$ cat config.mk
export PLATFORM = sky130hd
export DESIGN_NAME = alu_issue_stage
export DESIGN_NICKNAME = d
export VERILOG_FILES = /design/src/rtl/alu_issue_stage.sv
export SDC_FILE = /design/constraint.sdc
export NUM_CORES = 1
export LEC_CHECK = 0
export ABC_CLOCK_PERIOD_IN_PS = 4800
export CAP_MARGIN = 20
export CORE_ASPECT_RATIO = 1.75
export CORE_MARGIN = 4
export CORE_UTILIZATION = 46
export CTS_BUF_LIST = sky130_fd_sc_hd__clkbuf_8
export CTS_CLUSTER_DIAMETER = 40
export DETAILED_ROUTE_END_ITERATION = 6
export GPL_TIMING_DRIVEN = 0
export PLACE_DENSITY = 0.82
export SETUP_SLACK_MARGIN = 0.2
export SYNTH_ARGS = -nofsm -noshare
export SYNTH_HDL_FRONTEND = slang
export SYNTH_SLANG_ARGS = --single-unit
$ cat constraint.sdc
create_clock -name clk -period 4.8 [get_ports clk]
set_input_delay 0.96 -clock clk [delete_from_list [all_inputs] [get_ports clk]]
set_output_delay 0.96 -clock clk [all_outputs]
set_load 0.02 [all_outputs]
$ cat src/rtl/alu_issue_stage.sv
// ID/EX issue stage: decodes a subset of RV32I into ALU control and operands,
// then queues the issued ops in a two-entry skid buffer toward EX.
module alu_issue_stage #(
  parameter int XLEN = 32
) (
  input  logic            clk,
  input  logic            rst,
  input  logic            flush,
  input  logic            in_valid,
  output logic            in_ready,
  input  logic [31:0]     instr,
  input  logic [XLEN-1:0] rs1_data,
  input  logic [XLEN-1:0] rs2_data,
  output logic            out_valid,
  input  logic            out_ready,
  output logic [XLEN-1:0] alu_inp1,
  output logic [XLEN-1:0] alu_inp2,
  output logic [3:0]      alu_control,
  output logic [4:0]      rd_addr,
  output logic            reg_write,
  output logic [1:0]      mem_op,
  output logic            illegal
);

  localparam logic [6:0] OPC_R     = 7'b0110011;
  localparam logic [6:0] OPC_I     = 7'b0010011;
  localparam logic [6:0] OPC_LOAD  = 7'b0000011;
  localparam logic [6:0] OPC_STORE = 7'b0100011;

  localparam logic [3:0] ALU_PASS = 4'b0000;
  localparam logic [3:0] ALU_SLL  = 4'b0001;
  localparam logic [3:0] ALU_ADD  = 4'b0010;
  localparam logic [3:0] ALU_SUB  = 4'b0100;
  localparam logic [3:0] ALU_SLTU = 4'b0101;
  localparam logic [3:0] ALU_XOR  = 4'b0110;

  localparam logic [1:0] MEM_NONE  = 2'b00;
  localparam logic [1:0] MEM_LOAD  = 2'b01;
  localparam logic [1:0] MEM_STORE = 2'b10;

  typedef struct packed {
    logic [XLEN-1:0] inp1;
    logic [XLEN-1:0] inp2;
    logic [3:0]      ctrl;
    logic [4:0]      rd;
    logic            rw;
    logic [1:0]      mem;
    logic            ill;
  } entry_t;

  typedef enum logic [1:0] {
    EMPTY = 2'd0,
    ONE   = 2'd1,
    TWO   = 2'd2
  } state_t;

  // Flipping the MSB maps signed order onto unsigned order for the ALU compare.
  function automatic logic [XLEN-1:0] sign_bias(input logic [XLEN-1:0] v);
    return v ^ {1'b1, {(XLEN-1){1'b0}}};
  endfunction

  logic [6:0]      opcode;
  logic [2:0]      funct3;
  logic [6:0]      funct7;
  logic [XLEN-1:0] imm_i;
  logic [XLEN-1:0] imm_s;
  logic [XLEN-1:0] opnd_a;
  logic [XLEN-1:0] opnd_b;
  logic [3:0]      dec_ctrl;
  logic [1:0]      dec_mem;
  logic            dec_legal;
  logic            dec_writes;
  logic            dec_store;
  logic            dec_shift;
  logic            dec_signed;
  entry_t          dec;

  // rs1 index is resolved by the register file before this stage.
  logic unused_rs1_field;
  assign unused_rs1_field = ^instr[19:15];

  always_comb begin
    opcode     = instr[6:0];
    funct3     = instr[14:12];
    funct7     = instr[31:25];
    imm_i      = {{(XLEN-12){instr[31]}}, instr[31:20]};
    imm_s      = {{(XLEN-12){instr[31]}}, instr[31:25], instr[11:7]};
    opnd_b     = rs2_data;
    dec_ctrl   = ALU_PASS;
    dec_mem    = MEM_NONE;
    dec_legal  = 1'b0;
    dec_writes = 1'b0;
    dec_store  = 1'b0;
    dec_shift  = 1'b0;
    dec_signed = 1'b0;
    unique case (opcode)
      OPC_R: begin
        opnd_b = rs2_data;
        if (funct7 == 7'b0000000) begin
          dec_legal = 1'b1;
          unique case (funct3)
            3'b000:  dec_ctrl = ALU_ADD;
            3'b001:  begin dec_ctrl = ALU_SLL;  dec_shift  = 1'b1; end
            3'b010:  begin dec_ctrl = ALU_SLTU; dec_signed = 1'b1; end
            3'b011:  dec_ctrl = ALU_SLTU;
            3'b100:  dec_ctrl = ALU_XOR;
            default: dec_legal = 1'b0;
          endcase
        end else if (funct7 == 7'b0100000 && funct3 == 3'b000) begin
          dec_legal = 1'b1;
          dec_ctrl  = ALU_SUB;
        end
        dec_writes = 1'b1;
      end
      OPC_I: begin
        opnd_b    = imm_i;
        dec_legal = 1'b1;
        unique case (funct3)
          3'b000:  dec_ctrl = ALU_ADD;
          3'b001:  begin
            dec_ctrl  = ALU_SLL;
            dec_shift = 1'b1;
            dec_legal = (funct7 == 7'b0000000);
          end
          3'b010:  begin dec_ctrl = ALU_SLTU; dec_signed = 1'b1; end
          3'b011:  dec_ctrl = ALU_SLTU;
          3'b100:  dec_ctrl = ALU_XOR;
          default: dec_legal = 1'b0;
        endcase
        dec_writes = 1'b1;
      end
      OPC_LOAD: begin
        opnd_b     = imm_i;
        dec_ctrl   = ALU_ADD;
        dec_mem    = MEM_LOAD;
        dec_legal  = (funct3 == 3'b010);
        dec_writes = 1'b1;
      end
      OPC_STORE: begin
        opnd_b    = imm_s;
        dec_ctrl  = ALU_ADD;
        dec_mem   = MEM_STORE;
        dec_store = 1'b1;
        dec_legal = (funct3 == 3'b010);
      end
      default: dec_legal = 1'b0;
    endcase

    opnd_a = rs1_data;
    if (dec_shift) opnd_b = {{(XLEN-5){1'b0}}, opnd_b[4:0]};
    if (dec_signed) begin
      opnd_a = sign_bias(opnd_a);
      opnd_b = sign_bias(opnd_b);
    end

    dec.inp1 = opnd_a;
    dec.inp2 = opnd_b;
    dec.ctrl = dec_legal ? dec_ctrl : ALU_PASS;
    dec.rd   = dec_store ? 5'd0 : instr[11:7];
    dec.rw   = dec_legal & dec_writes & (instr[11:7] != 5'd0);
    dec.mem  = dec_legal ? dec_mem : MEM_NONE;
    dec.ill  = ~dec_legal;
  end

  state_t state_q, state_d;
  entry_t head_q, head_d;
  entry_t tail_q, tail_d;
  logic   accept;
  logic   consume;

  assign in_ready  = (state_q != TWO);
  assign out_valid = (state_q != EMPTY);
  assign accept    = in_valid & in_ready;
  assign consume   = out_valid & out_ready;

  // Buffer control; flush overrides both accept and consume.
  always_comb begin
    state_d = state_q;
    head_d  = head_q;
    tail_d  = tail_q;
    if (flush) begin
      state_d = EMPTY;
    end else begin
      unique case (state_q)
        EMPTY: begin
          if (accept) begin
            head_d  = dec;
            state_d = ONE;
          end
        end
        ONE: begin
          if (accept && consume) begin
            head_d = dec;
          end else if (accept) begin
            tail_d  = dec;
            state_d = TWO;
          end else if (consume) begin
            state_d = EMPTY;
          end
        end
        TWO: begin
          if (consume) begin
            head_d  = tail_q;
            state_d = ONE;
          end
        end
        default: state_d = EMPTY;
      endcase
    end
  end

  always_ff @(posedge clk or posedge rst) begin
    if (rst) begin
      state_q <= EMPTY;
      head_q  <= '0;
      tail_q  <= '0;
    end else begin
      state_q <= state_d;
      head_q  <= head_d;
      tail_q  <= tail_d;
    end
  end

  assign alu_inp1    = head_q.inp1;
  assign alu_inp2    = head_q.inp2;
  assign alu_control = head_q.ctrl;
  assign rd_addr     = head_q.rd;
  assign reg_write   = head_q.rw;
  assign mem_op      = head_q.mem;
  assign illegal     = head_q.ill;

endmodule

## Word level (Yosys, flattened, before mapping)

Index checks and enable logic that the tools add are counted.

- Eq/ne operators: 19
- Mux-type cells: 36
- Bitwise gates (word level): 9
- Reduce and logical (&&, ||, !) cells: 17

Operators with widths:

| cell | count |
|---|---|
| 2-to-1 mux 77 bit | 3 |
| one-hot mux 77 bit (3 select lines) | 1 |
| 2-to-1 mux 32 bit | 3 |
| one-hot mux 32 bit (2 select lines) | 1 |
| == test 7 x 6 -> 1 bit (second input constant) | 3 |
| 2-to-1 mux 2 bit | 7 |
| one-hot mux 3 bit (4 select lines) | 1 |
| 2-to-1 mux 1 bit | 9 |
| inequality test 3 bit (second input constant) | 3 |
| one-hot mux 3 bit (3 select lines) | 1 |
| inequality test 2 bit (second input constant) | 4 |
| AND reduction 4 bit | 2 |
| == test 7 x 2 -> 1 bit (second input constant) | 1 |
| == test 7 x 5 -> 1 bit (second input constant) | 1 |
| zero test 7 bit | 1 |
| == test 3 x 2 -> 1 bit (second input constant) | 2 |
| 2-to-1 mux 3 bit | 2 |
| one-hot mux 1 bit (2 select lines) | 3 |
| one-hot mux 2 bit (3 select lines) | 1 |
| OR reduction 2 bit | 3 |
| 2-to-1 mux 5 bit | 1 |
| inverter 1 bit | 5 |
| AND reduction 5 bit | 1 |
| nonzero test 5 bit | 1 |
| other kinds (17) | 21 |

- Register bits after elaboration: 156
- Input port bits: 101
- Word-level logic and storage cells: 96

## Longest topological paths before layout

Gate-level depths: netlist of the first run.

- Depth after elaboration: 9
- Mapped depth: 8
- Mapped depth without buffers: 5

## Worst setup path before layout of the first run

OpenSTA, ideal clock, no wires.

- Path kind: in2reg
- From: in instr[31]
- To: reg head_q (netlist bit alu_inp2[10])
- Library setup time: 0.128 ns
- Arrival time: 2.647 ns
- Setup slack: 2.025 ns
- Stages: 7
- Cells stage by stage: or4_4 -> o41ai_4 -> nor4b_4 -> or3_1 -> buf_4 -> buf_6 -> o22ai_1

- Longest elaborated chain between the ends: 7
- Elaborated cells on any way between the ends: 8
- Those cells by class: mux (7); reduce/logical (1)

Ends and longest elaborated chain:

| element | RTL line | text |
|---|---|---|
| start: declaration | 11 | `input logic [31:0] instr,` |
| zero test 7 bit * | 99 | `if (funct7 == 7'b0000000) begin` |
| 2-to-1 mux 1 bit * | 99 |  |
| one-hot mux 1 bit (2 select lines) * | 96 | `unique case (opcode)` |
| 2-to-1 mux 32 bit * | 150 | `if (dec_shift) opnd_b = {{(XLEN-5){1'b0}}, opnd_b[4:0]};` |
| 2-to-1 mux 32 bit * | 151 | `if (dec_signed) begin` |
| 2-to-1 mux 77 bit, on equally long branches | 192, 186 |  |
| one-hot mux 77 bit (3 select lines) * | 184 | `unique case (state_q)` |
| end signal: assignment | 215 | `head_q <= '0;` |
| end signal: assignment | 219 | `head_q <= head_d;` |
| end: declaration | 166 | `entry_t head_q, head_d;` |

Every way passes the cells marked *; elsewhere a longest branch is shown, timed or not. The select of a mux whose other input is x is not followed.
A chain may end at the register's enable or synchronous reset.

## Worst setup path after layout of the first run

- From: reg state_q[1]
- To: out in_ready

- Longest elaborated chain between the ends: 1

Ends and longest elaborated chain:

| element | RTL line | text |
|---|---|---|
| start: declaration | 165 | `state_t state_q, state_d;` |
| start signal: assignment | 218 | `state_q <= state_d;` |
| inequality test 2 bit | 171 | `assign in_ready = (state_q != TWO);` |
| end: declaration | 10 | `output logic in_ready,` |

No other way between the ends.

==> results.json, run 1 <==
{
  "multi_input_area_mm2": 0.00285,
  "grt_pass1_vias": 6534,
  "cp.arrival_ps": 2480,
  "worst-setup-path-type": "flip-flop to primary output",
  "cts_setup_buffers": 0,
  "ys_seq_elements": 154,
  "fin_crit_sh": 0.716,
  "hold_class": "flip-flop to flip-flop",
  "detail_route.vias_per_cell": 5.67,
  "post_cts_resized": 0,
  "place_hpwl_um": 15300,
  "clk_pin_slew_ps": 80,
  "wl_um": 20400,
  "rr_startpoint": "state_q[1]",
  "synth_mux_area_frac": 0.0662,
  "ir_drop_mv": 0.171,
  "met3WireLength_um": 1110,
  "min-delay-start": "tail_q[1]",
  "clockRootBuffer": "clkbuf_8",
  "start_util": 0.470,
  "hold_buffers": 0,
  "io_buffer_count": 172,
  "cts_tree": "done",
  "critPathRequiredTime_ps": 3840,
  "synthAdderAreaFrac": 0,
  "instances_no_fill": 1116,
  "max_cap_violations": 0,
  "dr.pass1.iters": 5,
  "wl_per_cell_um": 18.3,
  "power.leakage_nw": 3.98,
  "rr_worst_depth": 8,
  "yosysMostFrequentCell": "dfrtp_1",
  "synth_edf_count": 0,
  "r2r_slack_ps": 2240,
  "drtIter0Drc": 366,
  "synth_compound_area_frac": 0.183,
  "powerDensity_mw_per_mm2": 386,
  "grt_overflow": 0,
  "synth_area_leader_cell": "dfrtp_1",
  "grt_pass1_wl_um": 32500,
  "yosys.area_share.simple": 0.158,
  "postSynthNetCount": 826,
  "design_area_mm2": 0.00941,
  "rr_endpoint": "alu_inp1[1]",
  "yosysWarningCount": 0,
  "crit_path_max_incr_delay_ps": 710,
  "outcome": "finished clean",
  "dr_wl_met2_um": 11000,
  "synth.top_cell.area_share": 0.553,
  "worstMarginPinSlew_ps": 738,
  "routabilityCongestion": 0.862,
  "synth_seq_area_share": 0.553,
  "synth_xor_area_frac": 0.00126,
  "vias": 6324,
  "htreeDepth": 4,
  "holdPathStages": 2,
  "route.detailed.drc": 0,
  "max_freq_mhz": 291,
  "fin_setup_tns_ps": 0,
  "nets": 1021,
  "drive_gt1_frac": 0.0911,
  "wl_met1_um": 7440,
  "dpl-instance-area_mm2": 0.00900,
  "hold_viol": 0,
  "postSynthAreaPerCell_um2": 9.61,
  "hold_end": "tail_q[1]",
  "path_cells": "nor2b_1, clkbuf_1, inv_1, clkbuf_1, clkdlybuf4s50_1",
  "skew_ps": 14.0,
  "place_inst": 1084,
  "core_region_area_mm2": 0.0148,
  "crit_top_cell": "clkbuf_1",
  "synth_top_family_by_area": "compound AO/OA/AOI/OAI gates",
  "synthFlopType": "dfrtp_1",
  "slew_headroom": 0.508,
  "numClockSinks": 154,
  "ant_nets": 0,
  "clkLatencyLatePin_ps": 450,
  "async_flop_share": 1.00,
  "diodes": 0,
  "netlist_instances": 725,
  "synth_commonest_cells": "154 x dfrtp_1, 140 x nand2_1, 75 x nor2_1",
  "critPathLaunchType": "flip-flop",
  "grt_max_degree": 42,
  "period_needed_ps": 3440,
  "hold_ws_ps": 480,
  "synthTopCellsByArea": "dfrtp_1 55%, nand2_1 7.5%, mux2_2 5.3%",
  "power_mw": 3.63,
  "top_layer_used": "met4",
  "fp.dieW_um": 101,
  "antenna_found_initial": 0,
  "setup_viol": 0,
  "die_h_um": 171,
  "cts_buffers": 17,
  "ios": 180,
  "regArea_mm2": 0.00385,
  "track_usage": 0.240,
  "synthesis.area_mm2": 0.00697,
  "area_growth_pct": 35.0,
  "n_fill_cell": 1207,
  "cp_slowest_cell": "clkdlybuf4s50_1",
  "cts_buffer_depth": 2,
  "slew_viol_final": 0,
  "die_area_mm2": 0.0173,
  "rsz0062_at_grt": "no",
  "ys_types": 47,
  "cp-end-kind": "primary output",
  "rows": 59,
  "critPathMaxFanout": 10
}
==> worst max-delay path by stage <==
stage / start / end / slack [ps]
2_1_floorplan: rst / alu_control[0] / 1900
3_3_place_gp: rst / alu_inp1[24] / 570
3_5_place_dp: instr[31] / alu_inp2[8] / 1120
4_1_cts: state_q[1] / in_ready / 1340
5_1_grt: state_q[1] / in_ready / 1220
6_report: state_q[1] / in_ready / 1360
==> where the power goes <==
group          leakage [nW]  internal (mW)  switching [mW]  total, mW
Sequential             1.85           1.57           0.148       1.72
Clock                 0.197          0.493           0.503      0.996
Combinational          1.94          0.458           0.461      0.920
==> critical path: cells and delay by family (launching register included) <==
family | cells | cell delay (ps)
and+or+nand+nor | 1 | 160
DFF | 1 | 440
buffers and inverters | 4 | 1450
==> layer usage <==
layer	GRT usage	vias to the layer above
met5	0	-
met4	0.124	0
met1	0.267	3054
li1	-	2957
met3	0.0420	55
met2	0.432	258
==> logic make-up after synthesis <==
logic type      count (synthesis)
buf+inv                        64
mux                            42
other cells                     1
flops                         154
simple gates                  259
xor+xnor                        1
compound gates                204
==> registers in the layout (all words and copies together), names as in the netlist, 2 cells and up <==
| name | flops |
|---|---|
| tail_q | 76 |
| alu_inp1 | 32 |
| alu_inp2 | 32 |
| rd_addr | 5 |
| alu_control | 3 |
| mem_op | 2 |
| state_q | 2 |
==> placed cells by master, fill, tap and decap left out, types with 6 or more instances in the layout <==
cell / instances
dfrtp_1: 154
mux2_2: 33
nand2_1: 140
mux2i_1: 9
clkbuf_8: 19
clkbuf_1: 47
nand3_1: 12
a21oi_1: 63
o22ai_1: 30
nor2_1: 75
o21ai_0: 23
buf_1: 6
clkdlybuf4s50_1: 172
a31oi_1: 37
o31ai_1: 30
==> per-stage QoR <==
stage,util,setup slack [ps]
3_3_place_gp,0.601,568
5_1_grt,0.634,1220
3_5_place_dp,0.607,1120
4_1_cts,0.634,1340
2_1_floorplan,-,1900
6_report,0.634,1360
==> layout make-up <==
type | instances | share of cell area
buffer | 60 | 0.0267
inverter | 4 | 0.00199
clock inverter | 13 | 0.0152
sequential | 154 | 0.410
clock buffer | 19 | 0.0278
timing repair buffer | 176 | 0.192
multi-input combinational | 507 | 0.303
tap | 183 | 0.0243
No activity file was read; power rests on OpenSTA's default activity.
==> inputs of run 2 (changes only) <==
--- a/config.mk
+++ b/config.mk
@@ -5,16 +5,16 @@
 export SDC_FILE = /design/constraint.sdc
 export NUM_CORES = 1
 export LEC_CHECK = 0
-export ABC_CLOCK_PERIOD_IN_PS = 4800
+export ABC_CLOCK_PERIOD_IN_PS = 3500
 export CAP_MARGIN = 20
 export CORE_ASPECT_RATIO = 1.75
 export CORE_MARGIN = 4
-export CORE_UTILIZATION = 46
+export CORE_UTILIZATION = 51
 export CTS_BUF_LIST = sky130_fd_sc_hd__clkbuf_8
 export CTS_CLUSTER_DIAMETER = 40
 export DETAILED_ROUTE_END_ITERATION = 6
 export GPL_TIMING_DRIVEN = 0
-export PLACE_DENSITY = 0.82
+export PLACE_DENSITY = 0.86
 export SETUP_SLACK_MARGIN = 0.2
 export SYNTH_ARGS = -nofsm -noshare
 export SYNTH_HDL_FRONTEND = slang
==> constraint.sdc (replaced) <==
create_clock -name clk -period 3.5 [get_ports clk]
set_input_delay 0.7 -clock clk [delete_from_list [all_inputs] [get_ports clk]]
set_output_delay 0.7 -clock clk [all_outputs]
set_load 0.02 [all_outputs]
==> run 2 against run 1 <==
Effect of this change:
- core utilization is 6.8 points higher
- clock power is 36% higher
- clock skew is 2.2 ps lower
- sequential share of layout area is 0.076 points higher
- critical path depth stayed put
- highest routed layer unchanged
==> results.json, run 2 (synthesis gave the netlist of run 1 again) <==
{
  "setup_viol": 0,
  "dr.pass1.iters": 5,
  "outcome": "finished clean",
  "hold_ws_ps": 485,
  "critPathRequiredTime_ps": 2800,
  "ir_drop_mv": 0.345,
  "hold_buffers": 0,
  "internal_power_mw": 3.40,
  "clkLatencyLatePin_ps": 460,
  "dpl-instance-area_mm2": 0.00899,
  "worstMarginPinSlew_ps": 704,
  "wl_um": 20200,
  "antenna_found_initial": 1,
  "skew_ps": 11.8,
  "regMostFlops": "tail_q",
  "die_area_mm2": 0.0157,
  "dr_wl_met2_um": 10600,
  "area_growth_pct": 34.7,
  "max_freq_mhz": 334,
  "max_cap_violations": 0,
  "nets": 1021,
  "final_cell_mix": "172 x clkdlybuf4s50_1, 154 x dfrtp_1, 140 x nand2_1, 75 x nor2_1, 63 x a21oi_1",
  "seqPwrFrac": 0.475,
  "hold_class": "flip-flop to flip-flop",
  "cts_buffers": 17,
  "design_area_mm2": 0.00939,
  "vias": 6318,
  "period_needed_ps": 3000,
  "grt_max_degree": 40,
  "grt_pass1_wl_um": 32100,
  "top_layer_used": "met4",
  "cp.arrival_ps": 2300,
  "slew_viol_final": 0,
  "track_usage": 0.265,
  "switching_share": 0.315,
  "worst-setup-path-type": "flip-flop to primary output",
  "wl_met1_um": 7560,
  "rsz0062_at_grt": "no",
  "htreeDepth": 4,
  "die_h_um": 163,
  "layout.cells.most_common": "clkdlybuf4s50_1",
  "drive_gt1_frac": 0.0932,
  "power.leakage_nw": 3.98,
  "met3WireLength_um": 1020,
  "critPathMaxFanout": 10,
  "powerDensity_mw_per_mm2": 528,
  "route.detailed.drc": 0,
  "critPathLaunchType": "flip-flop",
  "power_frac_comb": 0.253,
  "fin_crit_sh": 0.856,
  "numClockSinks": 154,
  "rows": 56,
  "io_buffer_count": 172,
  "grt_overflow": 0,
  "post-place-ws_ps": 92.6,
  "start_util": 0.521,
  "grt_pass1_vias": 6597,
  "fp.dieW_um": 96.4,
  "wl_per_cell_um": 18.2,
  "routabilityCongestion": 0.837,
  "ios": 180,
  "clkPwrFrac": 0.272,
  "cts_buffer_depth": 2,
  "clockRootBuffer": "clkbuf_8",
  "setup_ws_ps": 502,
  "clk_pin_slew_ps": 80,
  "hold_viol": 0,
  "drtIter0Drc": 365,
  "detail_route.vias_per_cell": 5.70,
  "ant_nets": 0,
  "core_region_area_mm2": 0.0134,
  "cts_tree": "done",
  "cp-end-kind": "primary output",
  "largest_reg_flops": 76,
  "switchingPower_mw": 1.56,
  "slew_headroom": 0.531,
  "place_hpwl_um": 15000
}
run 2: cell count changes in the layout (fill, tap and decap cells not counted), sizes merged:
| cell | previous run | this run |
|---|---|---|
| inv | 6 | 8 |
| bufinv | 2 | 1 |
| clkinv | 4 | 3 |
| diode | 0 | 1 |
run 2: final cells by class:
class,instances,area [µm²]
Fill cell,1032,3990
Sequential cell,154,3850
Multi-Input combinational cell,507,2850
Timing Repair Buffer,176,1800
Clock buffer,19,262
Buffer,60,253
Tap cell,174,218
Clock inverter,13,133
Inverter,4,18.8
Antenna cell,1,2.50
run 2: repair_timing:
action,CTS,global route
buffers inserted,0,0
endpoints found under the setup margin,0,1
gates resized for setup,0,2
run 2: power groups by stage:
stage | registers (mW) | clock network [mW] | logic, mW
finish | 2.36 | 1.35 | 1.26
global route | 2.39 | 1.43 | 1.37
CTS | 2.35 | 1.36 | 1.27
detailed placement | 2.38 | 0 | 1.26
global placement | 2.36 | 0 | 1.22
floorplan | 2.53 | 0 | 0.489
run 2: stage by stage:
step | instances | total power, mW | setup TNS, ps | util
6_report | 1108 | 4.96 | 0 | 0.702
5_1_grt | 1108 | 5.20 | 0 | 0.702
4_1_cts | 1107 | 4.97 | 0 | 0.701
3_5_place_dp | 1075 | 3.65 | 0 | 0.672
3_3_place_gp | 1071 | 3.58 | -67120 | 0.666
2_1_floorplan | 725 | 3.02 | 0 | -
run 2: worst paths after layout:
| path | start | endpoint | depth (start not counted) | slack (ps) |
|---|---|---|---|---|
| setup / recovery | state_q[1] | in_ready | 5 | 500 |
| hold / removal | tail_q[21] | tail_q[21] | 2 | 480 |
| setup reg to reg | state_q[1] | alu_inp1[5] | 8 | 920 |
| hold reg to reg | tail_q[21] | tail_q[21] | 2 | 480 |
| max in group asynchronous | rst | tail_q[68] | 5 | 1850 |
| min in group asynchronous | rst | alu_inp2[26] | 2 | 610 |
run 2: per-layer routing:
| layer | global-route usage | vias to the layer above |
|---|---|---|
| met4 | 0.151 | 0 |
| met3 | 0.0610 | 67 |
| met2 | 0.453 | 217 |
| li1 | - | 2951 |
| met5 | 0 | - |
| met1 | 0.295 | 3083 |
run 2: worst max-delay path, stage by stage, from the launching register on:
cell and delay, ps:
dfrtp_1 430, nor2b_1 150, clkbuf_1 180, inv_1 170, clkbuf_2 260, clkdlybuf4s50_1 650
